### config.mk
export PLATFORM = sky130hd
export DESIGN_NAME = mem_arbiter_mu0
export DESIGN_NICKNAME = d
export VERILOG_FILES = /design/src/rtl/mem_arbiter_mu0.sv
export SDC_FILE = /design/constraint.sdc
export NUM_CORES = 1
export LEC_CHECK = 0
export ABC_AREA = 1
export CELL_PAD_IN_SITES_DETAIL_PLACEMENT = 0
export CELL_PAD_IN_SITES_GLOBAL_PLACEMENT = 2
export CORE_UTILIZATION = 24
export CTS_BUF_LIST = sky130_fd_sc_hd__clkbuf_4 sky130_fd_sc_hd__clkbuf_8
export DETAILED_ROUTE_END_ITERATION = 8
export PLACE_DENSITY = 0.93
export SYNTH_ARGS = -nofsm -noshare
export SYNTH_HDL_FRONTEND = slang
export SYNTH_SLANG_ARGS = --single-unit
### constraint.sdc
create_clock -name clk -period 2.8 [get_ports clk]
set_clock_uncertainty 0.05 [all_clocks]
set_input_delay 0.7 -clock clk [delete_from_list [all_inputs] [get_ports clk]]
set_output_delay 0.7 -clock clk [all_outputs]
set_load 0.01 [all_outputs]
### src/rtl/mem_arbiter_mu0.sv
// rtl/mem_arbiter_mu0.sv - two-port round-robin arbiter in front of a single-port synchronous memory
module mem_arbiter_mu0 #(
    parameter int ADDR_W = 12,
    parameter int DATA_W = 16
) (
    input  logic              clk,
    input  logic              rst_n,
    input  logic              m0_req,
    input  logic              m0_write,
    input  logic [ADDR_W-1:0] m0_address,
    input  logic [DATA_W-1:0] m0_writedata,
    input  logic              m1_req,
    input  logic              m1_write,
    input  logic [ADDR_W-1:0] m1_address,
    input  logic [DATA_W-1:0] m1_writedata,
    output logic              m0_gnt,
    output logic              m1_gnt,
    output logic              m0_rvalid,
    output logic              m1_rvalid,
    output logic [DATA_W-1:0] m0_readdata,
    output logic [DATA_W-1:0] m1_readdata,
    output logic [ADDR_W-1:0] mem_address,
    output logic              mem_read,
    output logic              mem_write,
    output logic [DATA_W-1:0] mem_writedata,
    input  logic [DATA_W-1:0] mem_readdata,
    output logic              busy,
    output logic              last_grant
);

    typedef enum logic [1:0] {
        IDLE   = 2'd0,
        ACCESS = 2'd1,
        RDATA  = 2'd2
    } state_t;

    state_t            state_q, state_d;
    logic              last_grant_q, last_grant_d;
    logic              cmd_port_q, cmd_port_d;
    logic              cmd_write_q, cmd_write_d;
    logic [ADDR_W-1:0] cmd_addr_q, cmd_addr_d;
    logic [DATA_W-1:0] cmd_wdata_q, cmd_wdata_d;
    logic [DATA_W-1:0] rdata0_q, rdata0_d;
    logic [DATA_W-1:0] rdata1_q, rdata1_d;
    logic              sel;
    logic              in_access;
    logic              in_rdata;

    // Round-robin pick: a lone requester wins, contention goes to the port not granted last
    always_comb begin
        sel = m1_req;
        if (m0_req && m1_req) begin
            sel = ~last_grant_q;
        end
    end

    // Next-state logic: latch the winning command in IDLE, capture read data in RDATA
    always_comb begin
        state_d      = state_q;
        last_grant_d = last_grant_q;
        cmd_port_d   = cmd_port_q;
        cmd_write_d  = cmd_write_q;
        cmd_addr_d   = cmd_addr_q;
        cmd_wdata_d  = cmd_wdata_q;
        rdata0_d     = rdata0_q;
        rdata1_d     = rdata1_q;
        case (state_q)
            IDLE: begin
                if (m0_req || m1_req) begin
                    state_d      = ACCESS;
                    last_grant_d = sel;
                    cmd_port_d   = sel;
                    cmd_write_d  = sel ? m1_write     : m0_write;
                    cmd_addr_d   = sel ? m1_address   : m0_address;
                    cmd_wdata_d  = sel ? m1_writedata : m0_writedata;
                end
            end
            ACCESS: begin
                state_d = cmd_write_q ? IDLE : RDATA;
            end
            RDATA: begin
                state_d = IDLE;
                if (cmd_port_q) begin
                    rdata1_d = mem_readdata;
                end else begin
                    rdata0_d = mem_readdata;
                end
            end
            default: begin
                state_d = IDLE;
            end
        endcase
    end

    // State and command registers; reset aborts any access in flight
    always_ff @(posedge clk or negedge rst_n) begin
        if (!rst_n) begin
            state_q      <= IDLE;
            last_grant_q <= 1'b1;
            cmd_port_q   <= 1'b0;
            cmd_write_q  <= 1'b0;
            cmd_addr_q   <= '0;
            cmd_wdata_q  <= '0;
            rdata0_q     <= '0;
            rdata1_q     <= '0;
        end else begin
            state_q      <= state_d;
            last_grant_q <= last_grant_d;
            cmd_port_q   <= cmd_port_d;
            cmd_write_q  <= cmd_write_d;
            cmd_addr_q   <= cmd_addr_d;
            cmd_wdata_q  <= cmd_wdata_d;
            rdata0_q     <= rdata0_d;
            rdata1_q     <= rdata1_d;
        end
    end

    // Outputs decoded from state; memory bus is zeroed outside ACCESS, readdata bypasses in RDATA
    always_comb begin
        in_access     = (state_q == ACCESS);
        in_rdata      = (state_q == RDATA);
        busy          = (state_q != IDLE);
        last_grant    = last_grant_q;
        m0_gnt        = in_access && !cmd_port_q;
        m1_gnt        = in_access &&  cmd_port_q;
        m0_rvalid     = in_rdata  && !cmd_port_q;
        m1_rvalid     = in_rdata  &&  cmd_port_q;
        mem_read      = in_access && !cmd_write_q;
        mem_write     = in_access &&  cmd_write_q;
        mem_address   = in_access ? cmd_addr_q  : '0;
        mem_writedata = in_access ? cmd_wdata_q : '0;
        m0_readdata   = m0_rvalid ? mem_readdata : rdata0_q;
        m1_readdata   = m1_rvalid ? mem_readdata : rdata1_q;
    end

endmodule

* Word-level counts from Yosys, hierarchy flattened
Cells that the tools add are included.
** Cells by class
- Divide/modulo/power cells :: 0
- Multipliers :: 0
- Mux-type cells :: 11
- Bitwise gates (word level) :: 2
- Shifts and indexed selects :: 0
- Eq/ne operators :: 3
- Reduce and logical (&&, ||, !) cells :: 15
- Order comparisons :: 0
- $add $sub $neg :: 0
** Operators with widths (count)
- two-way mux 16 bit :: 4
- two-way mux 12 bit :: 2
- logical AND 1 bit :: 7
- AND reduction 2 bit :: 3
- two-way mux 2 bit :: 2
- case mux 2 bit (2 select lines) :: 1
- equality test 2 x 1 -> 1 bit, second input constant :: 1
- equality test 2 bit, second input constant :: 1
- logical NOT 1 bit :: 2
- logical NOT 2 bit :: 1
- two-way mux 1 bit :: 2
- inequality test 2 bit, second input constant :: 1
- NOT 1 bit :: 2
- nonzero test 2 bit :: 1
- logical OR 1 bit :: 1
** Storage, ports and cells
- Latch bits :: 0
- Memories kept :: 0
- Word-level logic and storage cells :: 39
- Output and inout bits :: 68
- ROM bits :: 0
- Memory bits (writable) :: 0
- Input bits :: 78
- Register bits :: 65

* Depth between registers and ports, before layout
- Word-level depth :: 3
- Gate-level depth with buffers :: 7
- Depth with buffers taken out :: 6

* Least setup slack after synthesis
OpenSTA, ideal clock, no wires.
- Path type :: reg-to-output
- From :: reg state_q[0]
- To :: out m1_readdata[15]
- Slack :: 0.963 ns
- Cell stages (with the launch flop) :: 6
- Arrival :: 1.087 ns
- Required time :: 2.050 ns
- Buffers on the path :: 2
- Path through :: dfrtp_1 > inv_2 > nand3_1 > buf_2 > buf_2 > o21ai_1
** On the way
- Longest elaborated chain between the ends :: 3
** RTL lines
- from (decl) :: RTL line 37 : state_t state_q, state_d;
- from (signal assigned) :: RTL line 107 : state_q <= state_d;
- equality test 2 bit :: RTL line 121 : in_rdata = (state_q == RDATA);
- logical AND 1 bit :: RTL line 127 : m1_rvalid = in_rdata && cmd_port_q;
- two-way mux 16 bit :: RTL line 133 : m1_readdata = m1_rvalid ? mem_readdata : rdata1_q;
- to (decl) :: RTL line 21 : output logic [DATA_W-1:0] m1_readdata,
No other way between the ends.

* Worst setup path in the final report
- From :: in mem_readdata[15]
- To :: out m0_readdata[15]
** On the way
- Longest elaborated chain between the ends :: 1
** RTL lines
- from (decl) :: RTL line 26 : input logic [DATA_W-1:0] mem_readdata,
- two-way mux 16 bit :: RTL line 132 : m0_readdata = m0_rvalid ? mem_readdata : rdata0_q;
- to (decl) :: RTL line 20 : output logic [DATA_W-1:0] m0_readdata,
No other way between the ends.

==> summary.txt <==
CTS
  • CTS buffer count: 9
  • CTS tree: done
  • CTS Buffer Depth: 2
  • Worst-Skew Late Latency: approximately 0.33 ns
  • Clk pin slew, worst setup/hold paths: 0.07 ns
  • CTS root buf: clkbuf_8
  • TritonCTS Sinks: 65
  • Post-CTS setup buffer count: 0
  • Htree depth: 3

Timing
  • Fin. Hold Viols: 0
  • Final Max Slew Viols: 0
  • Setup TNS: 0 ns
  • Setup violators final: 0
  • Tcrit/Tclk final: 97.6%
  • Highest Clock Rate: 0.366 GHz
  • RSZ-0062 raised after global routing: false
  • Measured slew at the worst slew-check pin: 0.676 ns
  • Worst slew margin: 54.9%
  • Crit path time final: 2.73 ns
  • Fin worst setup slack: 0.0662 ns

Synth
  • Flops & latches, synth: 65
  • Ys async rst share: 100%
  • Synth top cells by count: nand2_1 (125), inv_1 (106), dfrtp_1 (64)
  • Synth warnings: 0
  • Top post-synthesis cells by area: dfrtp_1 (48%), nand2_1 (14%), inv_1 (12%)
  • Sequential area share after synthesis: 49.1%
  • Avg Inst Size Synth: 7.07 µm²
  • Yosys cell types: 14
  • Synthesized netlist net count: 547
  • EDFF count, synth: 0
  • Ys flop type: dfrtp_1
  • Post-Syn Instances: 469
  • Post-synth top area share: 48.3%
  • Synth Cell Area: 3320 µm²
  • Dominant cell type by area after synthesis: dfrtp_1
  • Most instantiated library cell after synthesis: nand2_1

Critical path
  • Delay-heaviest family, CP: buffers and inverters
  • Startpoint types: primary input
  • Critical path data required time: 2.05 ns
  • Slowest cell on the critical path: clkdlybuf4s50_1
  • Crit path kind: in -> out
  • Buf/Inv on CP: 3
  • Crit-path max cell delay: 0.60 ns
  • CP Cell Sequence: clkdlybuf4s50_1 > inv_1 > o21ai_1 > clkdlybuf4s50_1
  • Worst path arrival time: 1.98 ns
  • Crit-path max FO: 2
  • Crit end category: output pin
  • Most common cell on crit path: clkdlybuf4s50_1

Final layout
  • P&R area growth vs syn: 56.2%
  • Ratio of cells with drive above 1 in the final layout: between 5 and 6%
  • Filler cells: 1420
  • ANT cells: 0
  • # nets final: roughly 700

GRT
  • Total Routing Usage GR: around 14%
  • First-pass GRT wire length: 15.5 mm
  • Gr ovfl total: 0
  • Largest net degree at the start of global routing: 49
  • Antenna violations before repair: 0
  • Vias in the first global route: 3390

Drt
  • DRC: 0
  • Drt wl/cell: 11.7 µm
  • ANT nets after route: 0
  • Met1 Wirelength: between 4 and 5 mm
  • Met3 wire length: 574 µm
  • Routed wl met2: between 4 and 5 mm
  • Via count: about 3.3k
  • 1st-pass router iterations: 4
  • Via/cell ratio: 4.17
  • Initial DRC count: 204
  • Routed WL: 9.24 mm
  • Highest Signal Layer: met4

Power
  • Maximum vdd drop: between 0.3 and 0.4 mV
  • Part of the power in the clock network: 15.0%
  • Pwr dens: around 1000 nW/µm²
  • Sequential power share: 30.3%
  • Net Sw Power: 2.02 mW
  • Leakage: 2.71 nW
  • Int Power: 3.31 mW
  • Switching Fraction: between 30% and 40%
  • Comb power frac: 54.7%

Die
  • Die width: approximately 120 µm
  • Die Y: 120 µm
  • Die area: 14300 µm²
  • Cell Rows: 42
  • Core area: 13300 µm²
  • Initial Util: 24.9%
  • I/O pins: 146

Worst hold path
  • Worst min-delay path class: in -> async

Placed design
  • Pre-CTS setup slack: 0.0573 ns
  • Number of port buffers: 145
  • DPL Wire Length: 6.84 mm
  • RePlAce Congestion: between 0.7 and 0.8

Status
  • Run status: completed

Run
  • Max_cap viols: 0
[metal layers]
| metal | track usage (%) | vias to the layer above |
|---|---|---|
| met5 | 0 | - |
| met4 | 3.98 | 0 |
| met3 | 3.90 | 8 |
| met2 | 24.6 | 97 |
| met1 | 15.4 | 1509 |
| li1 | - | 1679 |
[cells by family (layout without fill, tap and decap cells)]
kind of cell    Yosys count  in the layout  synth area share (%)
flops                    65             65                  49.1
simple gates            221            221                  27.6
compound gates           48             48                  7.24
buf+inv                 135            279                  16.1
[final timing paths]
path                                  start              end  slack (ns)  depth (start not counted)
max reg2reg                      last_grant   cmd_wdata_q[7]        1.28                          6
min                                   rst_n      rdata1_q[3]        0.34                          1
min reg2reg                  cmd_wdata_q[4]   cmd_wdata_q[4]        0.43                          2
max                        mem_readdata[15]  m0_readdata[15]        0.07                          4
min in group clk             cmd_wdata_q[4]   cmd_wdata_q[4]        0.43                          2
max in group asynchronous             rst_n       last_grant        1.66                          2
[cell type report]
| type | instances | area [µm²] | area share [%] |
|---|---|---|---|
| inverter | 109 | 409 | 7.90 |
| tap | 176 | 220 | 4.25 |
| sequential | 65 | 1630 | 31.4 |
| multi-input combinational | 269 | 1160 | 22.3 |
| clock inverter | 3 | 40.0 | 0.773 |
| timing repair buffer | 155 | 1570 | 30.3 |
| clock buffer | 12 | 159 | 3.07 |
[power groups by stage]
stage | Combinational [mW] | Sequential (mW) | Clock, mW
2_1_floorplan | 1.49 | 1.59 | 0
3_3_place_gp | 2.92 | 1.62 | 0
3_5_place_dp | 2.95 | 1.63 | 0
4_1_cts | 2.96 | 1.62 | 0.841
5_1_grt | 3.24 | 1.67 | 0.871
6_report | 2.92 | 1.61 | 0.800
[what timing repair did]
action | 4_1_cts | 5_1_grt
resized for setup | 0 | 4
setup endpoints to repair | 0 | 10
hold endpoints to repair | 0 | 0
hold buffers | 0 | 0
[sequential cells by signal (all words and copies together), names as in the netlist]
signal,flops
cmd_wdata_q,16
rdata0_q,16
rdata1_q,16
cmd_addr_q,12
state_q,2
cmd_port_q,1
cmd_write_q,1
last_grant,1
[layout by cell type (no fill, tap or decap)]
cell type / Yosys / final
buf_12: 0 / 3
buf_2: 16 / 1
buf_4: 2 / 6
buf_6: 0 / 1
bufinv_16: 0 / 1
clkbuf_4: 0 / 1
clkbuf_8: 0 / 11
clkdlybuf4s50_1: 0 / 142
clkinv_2: 0 / 2
dfrtp_1: 64 / 64
dfstp_2: 1 / 1
dlymetal6s2s_1: 0 / 2
inv_1: 106 / 106
inv_2: 3 / 3
nand2_1: 125 / 124
nand2_2: 0 / 1
nand3_1: 60 / 60
nand4_1: 1 / 1
nor2_1: 34 / 34
nor2_4: 1 / 1
o21ai_0: 2 / 2
o21ai_1: 46 / 46
[metrics by stage]
step                utilization (%)  instance area [µm²]  total power, mW  instances  hold WS, ns
CTS                            38.7                 5170             5.42        789        0.344
global placement               37.2                 4970             4.54        774        0.412
floorplan                         -                 3320             3.08        469        0.354
global route                   38.8                 5180             5.79        789        0.379
detailed placement             37.2                 4970             4.58        774        0.417
finish                         38.8                 5180             5.33        789        0.340
(Power assumes the default switching activity.)
